$ cat src/rtl/vdp1_cmd_fetch.sv
// ---------------------------------------------------------------------------
// vdp1_cmd_fetch
//
// Walks the VDP1 command list in VRAM. It reads one 32-byte command table
// (CMDTBL_t) at a time and presents it to the draw engine. It then follows the
// jump mode (next / assign / call / return / skip) to the next table, and stops
// at a table whose END bit is set.
//
// Ports
//   CLK        in   1    system clock (sole clock)
//   RST        in   1    synchronous active-high reset (wins over CE)
//   CE         in   1    clock enable; all state advances only when CE=1
//   START      in   1    plot trigger; honoured only in IDLE
//   VRAM_A     out  18   VRAM word address (byte address bits [18:1])
//   VRAM_RD    out  1    read request; address held until VRAM_RDY
//   VRAM_D     in   16   read data, valid with VRAM_RDY
//   VRAM_RDY   in   1    read accept / data-valid strobe
//   CMD        out  256  assembled command table, word 0x00 in CMD[255:240]
//   CMD_VALID  out  1    CMD holds a complete command
//   CMD_DONE   in   1    draw engine finished the presented command
//   BUSY       out  1    list traversal in progress
//   CEF        out  1    list end reached
//   COPR       out  16   byte address/8 of the command being processed
//   LOPR       out  16   byte address/8 of the last handed-off/terminating cmd
// ---------------------------------------------------------------------------
module vdp1_cmd_fetch (
    input  logic         CLK,
    input  logic         RST,
    input  logic         CE,
    input  logic         START,
    output logic [18:1]  VRAM_A,
    output logic         VRAM_RD,
    input  logic [15:0]  VRAM_D,
    input  logic         VRAM_RDY,
    output logic [255:0] CMD,
    output logic         CMD_VALID,
    input  logic         CMD_DONE,
    output logic         BUSY,
    output logic         CEF,
    output logic [15:0]  COPR,
    output logic [15:0]  LOPR
);

    typedef enum logic [2:0] {
        IDLE    = 3'd0,
        RD_CTRL = 3'd1,
        RD_LINK = 3'd2,
        RD_BODY = 3'd3,
        PRESENT = 3'd4,
        NEXT    = 3'd5
    } state_t;

    state_t      state_r;
    logic [17:0] cur_r;          // word address of the current command table
    logic [17:0] ret_addr_r;     // single-level return address
    logic        ret_valid_r;
    logic [3:0]  word_idx_r;     // body word being fetched (2..14)
    logic [15:0] cmd_w_r [0:14]; // masked command words; word 15 is never read
    logic [17:0] vram_a_r;
    logic        vram_rd_r;
    logic        cmd_valid_r;
    logic        busy_r;
    logic        cef_r;
    logic [15:0] copr_r;
    logic [15:0] lopr_r;

    logic        rd_done_s;
    logic [3:0]  rd_idx_s;
    logic [15:0] rd_word_s;
    logic [2:0]  jp_s;
    logic [15:0] link_s;
    logic [17:0] seq_cur_s;
    logic [17:0] link_cur_s;
    logic [17:0] next_cur_s;

    // Per-word field mask: clears the reserved bits of each CMDTBL_t word.
    function automatic logic [15:0] word_mask(input logic [3:0] idx);
        logic [15:0] m;
        case (idx)
            4'd0:    m = 16'hFF3F;   // CMDCTRL
            4'd1:    m = 16'hFFFC;   // CMDLINK
            4'd2:    m = 16'h9FFF;   // CMDPMOD
            4'd4:    m = 16'hFFFC;   // CMDSRCA
            4'd5:    m = 16'h3FFF;   // CMDSIZE
            4'd15:   m = 16'h0000;   // dummy word
            default: m = 16'hFFFF;
        endcase
        return m;
    endfunction

    // Read completion, masked read word and next-command address selection.
    always_comb begin
        rd_done_s  = CE & vram_rd_r & VRAM_RDY;
        jp_s       = cmd_w_r[0][14:12];
        link_s     = cmd_w_r[1];
        seq_cur_s  = cur_r + 18'd16;
        link_cur_s = {link_s, 2'b00};

        case (state_r)
            RD_CTRL: rd_idx_s = 4'd0;
            RD_LINK: rd_idx_s = 4'd1;
            RD_BODY: rd_idx_s = word_idx_r;
            default: rd_idx_s = 4'd0;
        endcase
        rd_word_s = VRAM_D & word_mask(rd_idx_s);

        // JP[1:0]: 00 next, 01 assign, 10 call, 11 return.
        case (jp_s[1:0])
            2'b00: next_cur_s = seq_cur_s;
            2'b01: next_cur_s = link_cur_s;
            2'b10: next_cur_s = link_cur_s;
            2'b11: begin
                if (ret_valid_r) begin
                    next_cur_s = ret_addr_r;
                end else begin
                    next_cur_s = seq_cur_s;
                end
            end
            default: next_cur_s = seq_cur_s;
        endcase
    end

    // Command-list traversal FSM with all registered outputs and datapath.
    always_ff @(posedge CLK) begin
        if (RST) begin
            state_r     <= IDLE;
            cur_r       <= 18'd0;
            ret_addr_r  <= 18'd0;
            ret_valid_r <= 1'b0;
            word_idx_r  <= 4'd0;
            vram_a_r    <= 18'd0;
            vram_rd_r   <= 1'b0;
            cmd_valid_r <= 1'b0;
            busy_r      <= 1'b0;
            cef_r       <= 1'b0;
            copr_r      <= 16'd0;
            lopr_r      <= 16'd0;
            for (int k = 0; k < 15; k++) begin
                cmd_w_r[k] <= 16'h0000;
            end
        end else if (CE) begin
            case (state_r)
                IDLE: begin
                    if (START) begin
                        cur_r       <= 18'd0;
                        copr_r      <= 16'd0;
                        cef_r       <= 1'b0;
                        busy_r      <= 1'b1;
                        ret_valid_r <= 1'b0;
                        vram_a_r    <= 18'd0;
                        vram_rd_r   <= 1'b1;
                        state_r     <= RD_CTRL;
                    end
                end

                RD_CTRL: begin
                    if (rd_done_s) begin
                        cmd_w_r[0] <= rd_word_s;
                        if (rd_word_s[15]) begin
                            // END bit: list terminates, nothing is presented.
                            cef_r     <= 1'b1;
                            lopr_r    <= copr_r;
                            busy_r    <= 1'b0;
                            vram_rd_r <= 1'b0;
                            state_r   <= IDLE;
                        end else begin
                            vram_a_r <= cur_r + 18'd1;
                            state_r  <= RD_LINK;
                        end
                    end
                end

                RD_LINK: begin
                    if (rd_done_s) begin
                        cmd_w_r[1] <= rd_word_s;
                        if (jp_s[2]) begin
                            // Skip: the body is not fetched, go straight to the jump.
                            vram_rd_r <= 1'b0;
                            state_r   <= NEXT;
                        end else begin
                            vram_a_r   <= cur_r + 18'd2;
                            word_idx_r <= 4'd2;
                            state_r    <= RD_BODY;
                        end
                    end
                end

                RD_BODY: begin
                    if (rd_done_s) begin
                        cmd_w_r[word_idx_r] <= rd_word_s;
                        if (word_idx_r == 4'd14) begin
                            vram_rd_r   <= 1'b0;
                            cmd_valid_r <= 1'b1;
                            state_r     <= PRESENT;
                        end else begin
                            word_idx_r <= word_idx_r + 4'd1;
                            vram_a_r   <= cur_r + {14'd0, word_idx_r} + 18'd1;
                        end
                    end
                end

                PRESENT: begin
                    if (CMD_DONE) begin
                        cmd_valid_r <= 1'b0;
                        lopr_r      <= copr_r;
                        state_r     <= NEXT;
                    end
                end

                NEXT: begin
                    case (jp_s[1:0])
                        2'b10: begin
                            // Call overwrites any pending return (one level only).
                            ret_addr_r  <= seq_cur_s;
                            ret_valid_r <= 1'b1;
                        end
                        2'b11: ret_valid_r <= 1'b0;
                        default: ret_valid_r <= ret_valid_r;
                    endcase
                    cur_r     <= next_cur_s;
                    copr_r    <= next_cur_s[17:2];
                    vram_a_r  <= next_cur_s;
                    vram_rd_r <= 1'b1;
                    state_r   <= RD_CTRL;
                end

                default: begin
                    vram_rd_r   <= 1'b0;
                    cmd_valid_r <= 1'b0;
                    busy_r      <= 1'b0;
                    state_r     <= IDLE;
                end
            endcase
        end
    end

    assign VRAM_A    = vram_a_r;
    assign VRAM_RD   = vram_rd_r;
    assign CMD_VALID = cmd_valid_r;
    assign BUSY      = busy_r;
    assign CEF       = cef_r;
    assign COPR      = copr_r;
    assign LOPR      = lopr_r;

    for (genvar k = 0; k < 15; k++) begin : g_cmd
        assign CMD[255-16*k -: 16] = cmd_w_r[k];
    end
    assign CMD[15:0] = 16'h0000;

endmodule

$ cat config.mk
export PLATFORM = sky130hd
export DESIGN_NAME = vdp1_cmd_fetch
export DESIGN_NICKNAME = d
export VERILOG_FILES = /design/src/rtl/vdp1_cmd_fetch.sv
export SDC_FILE = /design/constraint.sdc
export NUM_CORES = 1
export LEC_CHECK = 0
export CAP_MARGIN = 10
export CORE_MARGIN = 4
export CORE_UTILIZATION = 42
export DETAILED_ROUTE_END_ITERATION = 10
export PLACE_DENSITY = 0.69
export SLEW_MARGIN = 20
export SYNTH_ARGS = -nofsm -noshare
export SYNTH_HDL_FRONTEND = slang
export SYNTH_SLANG_ARGS = --single-unit
$ cat constraint.sdc
create_clock -name CLK -period 3.55 [get_ports CLK]
set_input_delay 0.71 -clock CLK [delete_from_list [all_inputs] [get_ports CLK]]
set_output_delay 0.71 -clock CLK [all_outputs]
set_load 0.02 [all_outputs]
* Word-level counts from Yosys, hierarchy flattened
Memories as Yosys holds them, arrays and structs flattened.
Cells that the tools add are included.
W data, S select, Z words.
** Storage, ports and cells
- Register bits :: 98
- Bits in writable memories :: 240
- Output and inout port bits :: 310
- Logic and storage cells :: 149
- Memories :: 1
** Operators by class
- Add/subtract/negate cells :: 6
- Equality and inequality tests :: 26
- Mux-type cells :: 72
- Bitwise gates (word level) :: 8
- Reductions and logical operators :: 24
** Memory list
- cmd_w_r :: words 15, bits a word 16, rd ports 15, clocked after Yosys merged registers in 0, wr ports 15, RTL line 58 : logic [15:0] cmd_w_r [0:14];
** Operator list (count)
- $mux W18 :: 8
- $mux W16 :: 7
- $pmux W18 S5 :: 1
- $pmux W16 S5 :: 1
- $pmux W16 S2 :: 2
- $pmux W18 S3 :: 1
- $add A18 B1 Y18 const B :: 2
- $pmux W18 S2 :: 1
- $mux W1 :: 29
- $ne A2 B2 Y1 const B :: 11
- $mux W3 :: 7
- $mux W4 :: 5
- $reduce_and A5 Y1 :: 4
- $add A18 B2 Y18 const B :: 1
- $add A18 B4 Y18 :: 1
- $add A18 B5 Y18 const B :: 1
- $pmux W3 S6 :: 1
- $reduce_and A9 Y1 :: 2
- $and A16 B16 Y16 :: 1
- $pmux W4 S2 :: 2
- $reduce_or A16 Y1 :: 1
- $eq A4 B3 Y1 const B :: 2
- $eq A4 B4 Y1 const B :: 2
- $reduce_bool A2 Y1 :: 4
- other kinds (26) :: 39

* Depth between registers and ports, before layout
- Word-level depth :: 9
- Gate-level depth with buffers :: 11

* Least setup slack after synthesis
Ideal clock, no wire load.
- Kind :: input -> register
- Start :: input port CE
- End :: memory cmd_w_r[1][0] (enable)
- Setup time :: 0.375 ns
- Arrival :: 2.350 ns
- Data required time :: 3.175 ns
- Setup slack :: 0.825 ns
- Stages :: 6
- Buffers on the path :: 3
- Cells stage by stage :: buf_2 > nand3_1 > buf_2 > or4b_2 > clkbuf_1 > nand2b_1
** RTL lines
- start, declared :: RTL line 29 : input logic CE,
- end, declared :: RTL line 58

* Final worst setup path
- Start :: register cur_r[0]
- End :: register vram_a_r[16], in the netlist VRAM_A[17]
** Between the ends
- Longest elaborated chain between the ends :: 5
- Elaborated cells on any way between the ends :: 14
- Classes of those cells :: add/sub: 5; mux: 9
** RTL lines
- start, declared :: RTL line 54 : logic [17:0] cur_r;
- start signal, assigned :: RTL line 220 : cur_r <= next_cur_s;
- $add A18 B4 Y18 :: RTL line 197 : vram_a_r <= cur_r + {14'd0, word_idx_r} + 18'd1;
- $add A18 B1 Y18 :: RTL line 197
- $mux W18 :: RTL line 191 : if (word_idx_r == 4'd14) begin
- $mux W18 :: RTL line 189 : if (rd_done_s) begin
- $pmux W18 S5 (*) :: RTL line 142 : case (state_r)
- end signal, assigned :: RTL line 167 : vram_a_r <= cur_r + 18'd1;
- end signal, assigned :: RTL line 181 : vram_a_r <= cur_r + 18'd2;
- end signal, assigned :: RTL line 197
- end, declared :: RTL line 59 : logic [17:0] vram_a_r;
Mark *: on every way between the ends. The rest lies on a longest branch, timed or not. The select of a mux whose other input is x is not followed.
A chain may end at the register's enable or synchronous reset.

==> key figures <==
Outcome
  – Outcome: finished clean

Power
  – Pint: 6740 µW
  – Pwr per Cell Area: 473 nW/µm²
  – Leakage: 0.00669 µW
  – Total power: 8980 µW
  – Clock power frac: 0.419
  – Part of the power in registers: 0.473
  – P_sw: 2240 µW
  – VDD IR max: 0.337 mV
  – Combinational Power Share: 0.108
  – Sw frac: 0.250

Layout
  – Fillers: 2812
  – Area Overhead vs Synth: 33.0%
  – Antenna diode count: 0
  – Final #Nets: 1652
  – Layout cells sized above 1: 0.0943
  – Final non-filler cell total: 2091

Min path
  – Min-delay worst type: reg -> reg

Clocking
  – Clock root cell: clkbuf_16
  – Clock Path Buffers: 3
  – Hold Buf Count CTS: 0
  – TritonCTS buffer count: 36
  – Clk sink count: 322
  – Worst-path clk slew: 0.06 ns
  – PostCTS Resize Cnt: 0
  – Clock tree from TritonCTS: built
  – Clk_lat worst skew: 0.53 ns
  – Max H-tree Level: 2
  – # Post-CTS Setup Buffers: 0

STA
  – Final hold viol count: 0
  – Setup violators final: 0
  – Setup tns final: 0 ns
  – Slew headroom: 0.386
  – Final Cycle Share: 0.838
  – Fmax: 336 MHz
  – Final Max Tran Viols: 0
  – Worst slew pin tran: 0.921 ns
  – RSZ-0062 raised after global routing: no
  – Fin crit period: 2.98 ns
  – Clock Skews: 0.0179 ns

Placement
  – Cell count after placement: 2025
  – Routability cong.: 0.923
  – Count of buffers from port buffering: 315
  – DP Wirelength: 33000 µm

Synth
  – Top FF cell, synth: edfxtp_1
  – Multiplexer share of the synthesized area: 0.0141
  – Synth Instances: 1325
  – Synth top area share: 0.505
  – Number of synthesized flops with an enable pin: 240
  – Synth area leader: edfxtp_1
  – Synth unique cells: 78
  – Synth Register Bits: 322
  – Simple-gate share of the synthesized area: 0.173
  – Yosys warnings: 0
  – Synthesized-area fraction occupied by adder cells: 0.0137
  – Synth top area cells: edfxtp_1, dfxtp_1, nor2_1, a21oi_1, nand2_1
  – Mapped Avg Cell Area: 10.8 µm²
  – FFs w/ async S/R, synth: 0
  – Seq/Total Area, Yosys: 0.619
  – Mapped Area: 14300 µm²
  – Post-synthesis xor/xnor area fraction: 0.0196
  – Largest family of logic cells by synthesized area: simple AND/OR/NAND/NOR gates
  – Synth Area in Compound Gates: 0.105

Detailed routing
  – Total Routed Length: 46700 µm
  – Initial DRT Pass Iterations: 7
  – DR DRC count: 0
  – DRT antenna net count: 0
  – Vias/cell: 5.52
  – Via count: 11500
  – Iteration-0 DRC count of the detailed router: 1234
  – Routed WL per cell: 22.3 µm

Global route
  – Vias in the first global route: 11100
  – First-pass GRT wire length: 68700 µm
  – Gr ovfl total: 0
  – Pin count of the biggest net entering global routing: 50
  – Initial antenna violation count: 2
  – GRT Util Overall: 0.245

Critical path
  – CP Capture Type: register
  – Worst setup SP type: register
  – CP required: 3.93 ns
  – CP Max Fanout: 10
  – Worst path arrival time: 3.36 ns
  – WS Path Type: reg -> reg

Floorplanning
  – Starting Density: 0.426
  – Die area: 37000 µm²
  – Chip Height: 192 µm
  – I/O pin cnt: 332
  – Chip Width: 192 µm
  – Area of the core: 33500 µm²
  – Row Count: 67

Job
  – Max Cap Viol: 0
==> metal layers <==
metal	global-route usage	part of all wire
met1	0.321	0.39
met2	0.404	0.47
met3	0.0508	0.099
met4	0.0905	0.037
met5	0	0.00045
==> critical path, stage by stage (launching register included) <==
cell	delay [ns]
dfxtp_1	0.56
inv_1	0.23
ha_1	0.28
fa_1	0.41
nand2b_1	0.22
a21oi_1	0.38
nand3_1	0.18
xnor2_1	0.16
a22oi_1	0.26
a311oi_1	0.15
==> sequential cells by signal, summed over array words and instances, names as in the netlist <==
name and count:
BUSY 1, VRAM_RD 1, word_idx_r 4, cur_r 18, cmd_w_r 240, state_r 3, LOPR 16, ret_valid_r 1
VRAM_A 18, CEF 1, CMD_VALID 1, ret_addr_r 18
==> per-stage QoR <==
step	hold slack, ns	worst slack, ns	area [µm²]	utilization
after CTS	0.460	0.616	19000	0.567
after global routing	0.472	0.381	19000	0.567
final	0.461	0.574	19000	0.567
after floorplan	0.436	0.825	14300	-
after global placement	0.446	0.278	17800	0.531
after detailed placement	0.449	0.255	17800	0.531
==> worst paths after layout <==
kind                              startpoint                         end  slack (ns)  cells after the start
setup / recovery       cur_r[0]$_SDFFE_PP0P_     VRAM_A[17]$_SDFFE_PP0P_        0.57                      9
hold reg to reg   ret_addr_r[1]$_SDFFE_PP0P_  ret_addr_r[1]$_SDFFE_PP0P_        0.46                      2
hold / removal    ret_addr_r[1]$_SDFFE_PP0P_  ret_addr_r[1]$_SDFFE_PP0P_        0.46                      2
setup reg to reg       cur_r[0]$_SDFFE_PP0P_     VRAM_A[17]$_SDFFE_PP0P_        0.57                      9
==> cell usage in the layout (no fill, tap or decap), drive strengths merged, types with 6 or more instances in the layout <==
cell           instances
nand4                  8
a21oi                 72
clkbuf                40
nand2                 89
buf                   63
clkinv                15
a22oi                 19
or2                    8
xnor2                 22
a31oi                  7
nor4                   6
nor2                 330
edfxtp               240
nor3                  19
o22ai                  7
or3                    6
a311oi                 6
nor2b                  7
ha                    14
o21ai                 35
conb                  16
dfxtp                 82
and3                  13
clkdlybuf4s50        314
nand2b                28
xor2                  10
inv                   13
a211oi                27
mux2i                 19
nand3                 24
==> kinds of logic (layout without fill, tap and decap cells) <==
family                   Yosys count  after routing
other                              1             16
AND/OR/NAND/NOR                  557            557
AO/OA/AOI/OAI                    227            227
multiplexers                      20             20
flip-flops                       322            322
adder cells (fa/ha/maj)           15             15
XOR/XNOR                          32             32
buffers and inverters            151            454
==> synthesized netlist by cell type, types with 8 or more instances <==
cell type	number
nor2_1	330
edfxtp_1	240
dfxtp_1	82
nand2_1	80
a21oi_1	70
clkbuf_1	65
buf_4	39
o21ai_0	34
buf_2	31
nand2b_1	28
a211oi_1	25
nand3_1	22
xnor2_1	22
a22oi_1	19
mux2i_1	19
nor3_1	18
ha_1	14
and3_1	13
inv_1	11
xor2_1	10
nand2_2	9
nand4_1	8
==> cell type report <==
type                    instances  area, µm²  area share
well taps                     448        561      0.0295
flip-flops and latches        322       8850       0.466
clock buffers                  40        916      0.0482
clock inverters                26        288      0.0151
inverters                      11       41.3     0.00217
multi-input cells             867       4730       0.249
repair buffers                377       3620       0.190
==> power by group through the flow <==
stage               Sequential, µW  Combinational [µW]  Clock [µW]
floorplan                     4490                 334           0
global placement              4330                 953           0
detailed placement            4330                 963           0
CTS                           4250                 966        3810
global route                  4260                1020        3960
finish                        4250                 966        3760
Note: power is estimated with default switching activity, not from simulation.
